$ cat config.mk
export PLATFORM = sky130hd
export DESIGN_NAME = div_arbiter_flat
export DESIGN_NICKNAME = d
export VERILOG_FILES = /design/src/rtl/div_ctrl_pkg.sv /design/src/rtl/div_arbiter_if.sv /design/src/rtl/rr_picker.sv /design/src/rtl/div_arbiter.sv /design/src/flat_wrapper.sv
export SDC_FILE = /design/constraint.sdc
export NUM_CORES = 1
export LEC_CHECK = 0
export ABC_AREA = 1
export CAP_MARGIN = 10
export CORE_MARGIN = 2
export CORE_UTILIZATION = 35
export DETAILED_ROUTE_END_ITERATION = 8
export GPL_TIMING_DRIVEN = 0
export PLACE_DENSITY = 0.76
export RECOVER_POWER = 100
export SYNTH_ARGS = -nofsm -noshare
export SYNTH_HDL_FRONTEND = slang
export SYNTH_SLANG_ARGS = --single-unit
$ cat constraint.sdc
create_clock -name clk -period 5.9 [get_ports clk]
set_input_delay 1.475 -clock clk [delete_from_list [all_inputs] [get_ports clk]]
set_output_delay 1.475 -clock clk [all_outputs]
set_load 0.1 [all_outputs]
$ cat src/rtl/div_ctrl_pkg.sv
// rtl/div_ctrl_pkg.sv - shared types and constants for the divider arbiter
package div_ctrl_pkg;
    typedef enum logic [1:0] {
        ST_IDLE,
        ST_ISSUE,
        ST_WAIT,
        ST_RESP
    } state_t;

    localparam int DEF_WIDTH   = 32;
    localparam int DEF_TIMEOUT = 127;
    localparam logic [63:0] ALL_ONES = '1;
endpackage

$ cat src/rtl/div_arbiter_if.sv
// rtl/div_arbiter_if.sv - requester and divider signal bundle for div_arbiter
interface div_arbiter_if
    import div_ctrl_pkg::*;
#(
    parameter int NREQ  = 4,
    parameter int WIDTH = DEF_WIDTH
);
    logic [NREQ-1:0]       req_valid;
    logic [NREQ*WIDTH-1:0] req_dv;
    logic [NREQ*WIDTH-1:0] req_dr;
    logic [NREQ-1:0]       req_ready;
    logic [NREQ-1:0]       resp_valid;
    logic [WIDTH-1:0]      resp_quotient;
    logic                  resp_div0;
    logic                  resp_timeout;
    logic                  div_init;
    logic [WIDTH-1:0]      div_dv;
    logic [WIDTH-1:0]      div_dr;
    logic                  div_ready;
    logic [WIDTH-1:0]      div_result;

    modport slave (
        input  req_valid, req_dv, req_dr, div_ready, div_result,
        output req_ready, resp_valid, resp_quotient, resp_div0, resp_timeout,
               div_init, div_dv, div_dr
    );

    modport master (
        output req_valid, req_dv, req_dr, div_ready, div_result,
        input  req_ready, resp_valid, resp_quotient, resp_div0, resp_timeout,
               div_init, div_dv, div_dr
    );
endinterface

$ cat src/rtl/rr_picker.sv
// rtl/rr_picker.sv - combinational round-robin winner select, scanning from i_last+1
module rr_picker #(
    parameter int NREQ = 4,
    parameter int GW   = 2
) (
    input  logic [NREQ-1:0] i_valid,
    input  logic [GW-1:0]   i_last,
    output logic [NREQ-1:0] o_grant,
    output logic [GW-1:0]   o_idx,
    output logic            o_any
);
    always_comb begin
        int w_idx;
        w_idx   = 0;
        o_grant = '0;
        o_idx   = '0;
        o_any   = 1'b0;
        // Last granted port is visited last, so it has lowest priority.
        for (int k = 1; k <= NREQ; k++) begin
            w_idx = int'(i_last) + k;
            if (w_idx >= NREQ) w_idx = w_idx - NREQ;
            if (!o_any && i_valid[w_idx]) begin
                o_any          = 1'b1;
                o_grant[w_idx] = 1'b1;
                o_idx          = GW'(w_idx);
            end
        end
    end
endmodule

$ cat src/rtl/div_arbiter.sv
// rtl/div_arbiter.sv - round-robin arbiter sharing one divider among NREQ requesters
module div_arbiter
    import div_ctrl_pkg::*;
#(
    parameter int NREQ    = 4,
    parameter int WIDTH   = DEF_WIDTH,
    parameter int TIMEOUT = DEF_TIMEOUT
) (
    input  logic         clk,
    input  logic         reset,
    div_arbiter_if.slave bus
);
    localparam int GW = (NREQ > 1) ? $clog2(NREQ) : 1;
    localparam int CW = $clog2(TIMEOUT + 1);
    localparam logic [CW-1:0] T_LAST = CW'(TIMEOUT - 1);

    state_t           r_state, w_state_n;
    logic [GW-1:0]    r_last, w_last_n, r_owner, w_owner_n;
    logic [WIDTH-1:0] r_dv, w_dv_n, r_dr, w_dr_n, r_quot, w_quot_n;
    logic [CW-1:0]    r_cnt, w_cnt_n;
    logic             r_div0, w_div0_n, r_tmo, w_tmo_n;
    logic [NREQ-1:0]  r_req_ready, w_req_ready_n, r_resp_valid, w_resp_valid_n;
    logic [WIDTH-1:0] r_resp_q, w_resp_q_n;
    logic             r_resp_div0, w_resp_div0_n, r_resp_tmo, w_resp_tmo_n;
    logic             r_div_init, w_div_init_n;
    logic [NREQ-1:0]  w_grant;
    logic [GW-1:0]    w_gidx;
    logic             w_any;
    logic [WIDTH-1:0] w_sel_dv, w_sel_dr;

    rr_picker #(.NREQ(NREQ), .GW(GW)) u_pick (
        .i_valid (bus.req_valid),
        .i_last  (r_last),
        .o_grant (w_grant),
        .o_idx   (w_gidx),
        .o_any   (w_any)
    );

    assign w_sel_dv = bus.req_dv[w_gidx*WIDTH +: WIDTH];
    assign w_sel_dr = bus.req_dr[w_gidx*WIDTH +: WIDTH];

    always_ff @(posedge clk or negedge reset) begin
        if (!reset) begin
            r_state      <= ST_IDLE;
            r_last       <= GW'(NREQ - 1);
            r_owner      <= '0;
            r_dv         <= '0;
            r_dr         <= '0;
            r_quot       <= '0;
            r_cnt        <= '0;
            r_div0       <= 1'b0;
            r_tmo        <= 1'b0;
            r_req_ready  <= '0;
            r_resp_valid <= '0;
            r_resp_q     <= '0;
            r_resp_div0  <= 1'b0;
            r_resp_tmo   <= 1'b0;
            r_div_init   <= 1'b0;
        end else begin
            r_state      <= w_state_n;
            r_last       <= w_last_n;
            r_owner      <= w_owner_n;
            r_dv         <= w_dv_n;
            r_dr         <= w_dr_n;
            r_quot       <= w_quot_n;
            r_cnt        <= w_cnt_n;
            r_div0       <= w_div0_n;
            r_tmo        <= w_tmo_n;
            r_req_ready  <= w_req_ready_n;
            r_resp_valid <= w_resp_valid_n;
            r_resp_q     <= w_resp_q_n;
            r_resp_div0  <= w_resp_div0_n;
            r_resp_tmo   <= w_resp_tmo_n;
            r_div_init   <= w_div_init_n;
        end
    end

    always_comb begin
        w_state_n      = r_state;
        w_last_n       = r_last;
        w_owner_n      = r_owner;
        w_dv_n         = r_dv;
        w_dr_n         = r_dr;
        w_quot_n       = r_quot;
        w_cnt_n        = r_cnt;
        w_div0_n       = r_div0;
        w_tmo_n        = r_tmo;
        w_req_ready_n  = '0;
        w_resp_valid_n = '0;
        w_resp_q_n     = '0;
        w_resp_div0_n  = 1'b0;
        w_resp_tmo_n   = 1'b0;
        w_div_init_n   = 1'b0;
        case (r_state)
            ST_IDLE: begin
                if (w_any) begin
                    w_req_ready_n = w_grant;
                    w_owner_n     = w_gidx;
                    w_last_n      = w_gidx;
                    w_dv_n        = w_sel_dv;
                    w_dr_n        = w_sel_dr;
                    w_tmo_n       = 1'b0;
                    if (w_sel_dr == '0) begin
                        w_state_n = ST_RESP;
                        w_quot_n  = ALL_ONES[WIDTH-1:0];
                        w_div0_n  = 1'b1;
                    end else begin
                        w_state_n    = ST_ISSUE;
                        w_div_init_n = 1'b1;
                        w_quot_n     = '0;
                        w_div0_n     = 1'b0;
                    end
                end
            end
            ST_ISSUE: begin
                w_state_n = ST_WAIT;
                w_cnt_n   = '0;
            end
            ST_WAIT: begin
                // div_ready may still be high from the previous result on the first cycle.
                if (r_cnt != '0 && bus.div_ready) begin
                    w_quot_n  = bus.div_result;
                    w_state_n = ST_RESP;
                end else if (r_cnt == T_LAST) begin
                    w_quot_n  = '0;
                    w_tmo_n   = 1'b1;
                    w_state_n = ST_RESP;
                end else begin
                    w_cnt_n = r_cnt + 1'b1;
                end
            end
            ST_RESP: begin
                w_state_n      = ST_IDLE;
                w_resp_valid_n = NREQ'(1) << r_owner;
                w_resp_q_n     = r_quot;
                w_resp_div0_n  = r_div0;
                w_resp_tmo_n   = r_tmo;
            end
            default: w_state_n = ST_IDLE;
        endcase
    end

    assign bus.req_ready     = r_req_ready;
    assign bus.resp_valid    = r_resp_valid;
    assign bus.resp_quotient = r_resp_q;
    assign bus.resp_div0     = r_resp_div0;
    assign bus.resp_timeout  = r_resp_tmo;
    assign bus.div_init      = r_div_init;
    assign bus.div_dv        = r_dv;
    assign bus.div_dr        = r_dr;
endmodule

$ cat src/flat_wrapper.sv
// flat-port wrapper written by rule: the top's interface ports become plain ports
module div_arbiter_flat import div_ctrl_pkg::*;
#(
    parameter int NREQ    = 4,
    parameter int WIDTH   = DEF_WIDTH,
    parameter int TIMEOUT = DEF_TIMEOUT
)
  (clk, reset, bus_req_valid, bus_req_dv, bus_req_dr, bus_div_ready, bus_div_result, bus_req_ready, bus_resp_valid, bus_resp_quotient, bus_resp_div0, bus_resp_timeout, bus_div_init, bus_div_dv, bus_div_dr);
  div_arbiter_if #(.NREQ(NREQ), .WIDTH(WIDTH)) bus_i ();
  input  logic clk;
  input  logic reset;
  input wire logic [$bits(bus_i.req_valid)-1:0] bus_req_valid;
  input wire logic [$bits(bus_i.req_dv)-1:0] bus_req_dv;
  input wire logic [$bits(bus_i.req_dr)-1:0] bus_req_dr;
  input wire logic [$bits(bus_i.div_ready)-1:0] bus_div_ready;
  input wire logic [$bits(bus_i.div_result)-1:0] bus_div_result;
  output wire logic [$bits(bus_i.req_ready)-1:0] bus_req_ready;
  output wire logic [$bits(bus_i.resp_valid)-1:0] bus_resp_valid;
  output wire logic [$bits(bus_i.resp_quotient)-1:0] bus_resp_quotient;
  output wire logic [$bits(bus_i.resp_div0)-1:0] bus_resp_div0;
  output wire logic [$bits(bus_i.resp_timeout)-1:0] bus_resp_timeout;
  output wire logic [$bits(bus_i.div_init)-1:0] bus_div_init;
  output wire logic [$bits(bus_i.div_dv)-1:0] bus_div_dv;
  output wire logic [$bits(bus_i.div_dr)-1:0] bus_div_dr;
  assign bus_i.req_valid = bus_req_valid;
  assign bus_i.req_dv = bus_req_dv;
  assign bus_i.req_dr = bus_req_dr;
  assign bus_i.div_ready = bus_div_ready;
  assign bus_i.div_result = bus_div_result;
  assign bus_req_ready = bus_i.req_ready;
  assign bus_resp_valid = bus_i.resp_valid;
  assign bus_resp_quotient = bus_i.resp_quotient;
  assign bus_resp_div0 = bus_i.resp_div0;
  assign bus_resp_timeout = bus_i.resp_timeout;
  assign bus_div_init = bus_i.div_init;
  assign bus_div_dv = bus_i.div_dv;
  assign bus_div_dr = bus_i.div_dr;
  div_arbiter #(.NREQ(NREQ), .WIDTH(WIDTH), .TIMEOUT(TIMEOUT)) u_core (.clk(clk), .reset(reset), .bus(bus_i));
endmodule
==> impl_metrics.csv <==
group,metric,value,unit
yosys,synth-edff-count,0,
yosys,synth_top_family_by_area,"simple AND/OR/NAND/NOR gates",
clock_tree,clk_latency,430,ps
detailed_routing,wl,33500,um
yosys,ys_ff_latch,154,
finish,drive_above_1_share,4.34,%
detailed_routing,drt-initial-drc-count,579,
yosys,synthXorXnorAreaFrac,0,%
clock_tree,cts_tree,"done",
yosys,synth.top_cell.area_share,45.0,%
floorplan,die_area,25400,sq um
worst_setup_path,cp.arrival,5370,ps
outcome,violations,"max-capacitance violations, max-slew violations",
clock_tree,root_buffer,"clkbuf_16",
yosys,synth-compound-area-share,14.3,%
clock_tree,postCtsSetupBuffers,0,
yosys,async_reset_ff_share,100,%
timing,tightest_slew,3520,ps
floorplan,dieHeight,159,um
worst_setup_path,endpoint_kind,"register",
yosys,synthMuxAreaShare,0,%
finish,design_area,13500,sq um
detailed_routing,wl_per_cell,17.5,um
global_routing,grt_usage,26.0,%
clock_tree,h-tree-depth,4,
outcome,status,"complete, but fails checks",
yosys,yosysMostFrequentCell,"nand2_1",
detailed_routing,dr.pass1.iters,5,
timing,finalSetupViolations,0,
timing,finalWorstSetupSlack,874,ps
worst_setup_path,cp_data_required_time,6240,ps
finish,nets,1885,
yosys,synth_cells,1155,
placement,dp_worst_setup_slack,1110,ps
floorplan,dieWidth,159,um
yosys,seq_area_frac_synth,45.6,%
timing,slew_headroom,-135,%
clock_tree,clockBufferDepth,2,
detailed_routing,via_per_inst,5.05,
floorplan,pin_count,402,
clock_tree,clkTransAtPathRegs,70,ps
detailed_routing,ant_nets,0,
clock_tree,postCtsResizedCells,0,
finish,syn2layout_area_growth,59.2,%
worst_setup_path,cpMostUsedCell,"nand2_1",
timing,rsz0062_at_grt,"no",
yosys,synth_area,8460,sq um
yosys,synth_fp_nets,1464,
clock_tree,hold_buffers,0,
placement,placedInstanceArea,12900,sq um
worst_setup_path,slowest_delay,650,ps
yosys,synth-adder-area-share,2.07,%
yosys,yosys_warnings,0,
yosys,syn_avg_cell_area,7.33,sq um
min_path,hold_path_class,"reg -> reg",
finish,fillers,2234,
detailed_routing,drc_errors,0,
worst_setup_path,crit_fanout,10,
worst_setup_path,path_cells,"dlygate4sd3_1 -> inv_1 -> nand2_1 -> nand3_1 -> nand2_1 -> clkinvlp_2 -> nand3_1 -> nand2_1 -> a21oi_4 -> clkbuf_1 -> nand3_1 -> nand2_1 -> nand2_1 -> nor2_1 -> nand2_1 -> nor2_4 -> nand3_4 -> buf_6 -> a21oi_1",
timing,final_max_slew_viol_count,62,
global_routing,grt_overflow,0,
yosys,synthTopCellsByArea,"dfrtp_1 45%, nand2_1 13%, nand3_1 8.1%",
yosys,ys.flop_type,"dfrtp_1",
yosys,synthSimpleGateAreaFrac,30.0,%
detailed_routing,vias,9662,
global_routing,grt_first_pass_wirelength,51600,um
worst_setup_path,crit_path_start_kind,"primary input",
global_routing,antenna_found_initial,5,
run,cap_violations,1,
floorplan,coreArea,23600,sq um
timing,finalHoldViolCount,0,
min_path,hold_depth,2,
global_routing,grt_pass1_vias,9715,
yosys,synth_cell_types,37,
clock_tree,numCtsBuffers,17,
worst_setup_path,crit_slowest_cell,"clkbuf_1",
placement,dp_hpwl,26600,um
floorplan,num_rows,56,
floorplan,start_util,35.8,%
timing,period_minus_slack,5030,ps
timing,fmax,0.199,GHz
clock_tree,cts.sinks,154,
placement,gp_congestion,0.956,
timing,skew,14.9,ps
worst_setup_path,r2r_cells,18,
timing,min_period_over_period,85.2,%
placement,port_buffers,401,
yosys,yosys-top-cells-count,"295 x nand2_1, 152 x dfrtp_1, 148 x nor2_1",
worst_setup_path,critical_path_class,"in -> reg",
yosys,yosysTopAreaCell,"dfrtp_1",
global_routing,grt_start_max_net_pins,94,
## worst paths after layout
path,from,to,slack [ps]
worst max-delay path,bus_req_valid[2],u_core.r_quot[26],870
worst min-delay path,u_core.r_quot[14],u_core.bus.resp_quotient[14],460
worst max register to register,u_core.r_last[1],u_core.r_quot[26],1390
worst min register to register,u_core.r_quot[14],u_core.bus.resp_quotient[14],460
max in group asynchronous,reset,u_core.bus.div_dr[2],1650
min in group asynchronous,reset,u_core.bus.resp_quotient[5],2230
## sequential cells by signal, indices dropped and copies added (netlist names)
signal / flops
u_core.r_cnt: 7
u_core.bus.resp_valid: 4
u_core.bus.div_init: 1
u_core.bus.resp_timeout: 1
u_core.bus.resp_quotient: 32
u_core.r_state: 2
u_core.bus.resp_div0: 1
u_core.bus.div_dv: 32
u_core.r_owner: 2
u_core.r_tmo: 1
u_core.r_quot: 32
u_core.r_div0: 1
u_core.bus.div_dr: 32
u_core.r_last: 2
u_core.bus.req_ready: 4
## through the flow
step / util [%] / std cells / setup TNS [ps] / hold slack [ps]
final: 57.1 / 1913 / 0 / 462
after global routing: 57.1 / 1913 / 0 / 483
after CTS: 57.1 / 1908 / 0 / 458
after detailed placement: 54.6 / 1876 / 0 / 447
after global placement: 54.5 / 1875 / -443420 / 443
after floorplan: - / 1155 / 0 / 432
## cell type report
type                    count  area (sq um)  area share [%]
clock inverters            14           159            1.18
flip-flops and latches    154          3860            28.6
multi-input cells         845          3900            29.0
clock buffers              18           429            3.18
inverters                  77           295            2.19
plain buffers              79           388            2.88
repair buffers            402          4040            29.9
diodes                      5          12.5          0.0929
well taps                 319           399            2.96
## logic make-up after synthesis
logic type | count (synthesis)
adder cells (fa/ha/maj) | 14
AND/OR/NAND/NOR | 606
buffers and inverters | 156
AO/OA/AOI/OAI | 225
flip-flops | 154
## layout by cell type, fill, tap and decap left out, types with 5 or more instances in the layout
cell type and n:
clkbuf_1 53, nand2_1 296, buf_6 9, a31oi_1 13
inv_1 74, o21ai_0 108, a21oi_1 71, o22ai_1 25
clkbuf_16 17, nor3_1 10, buf_2 10, nor2_1 148
clkdlybuf4s50_1 291, buf_1 6, dlygate4sd3_1 109, nand3_1 139
dfrtp_1 152, ha_1 14, diode_2 5
## per-layer routing
| layer | part of all wire [%] | global-route usage (%) | vias to the layer above |
|---|---|---|---|
| met1 | 40 | 29.9 | 4523 |
| met2 | 49 | 44.8 | 438 |
| li1 | - | - | 4629 |
| met5 | 0 | 0 | - |
| met4 | 4.2 | 13.2 | 0 |
| met3 | 7.3 | 6.46 | 72 |
## critical path: cells and delay by family
kind,cells,cell delay [ps]
buffers and inverters,5,1770
AO/OA/AOI/OAI,2,480
AND/OR/NAND/NOR,12,1620
Power is not shown: default switching activity piles up to over one toggle a cycle in this logic, so the estimate is an artifact.
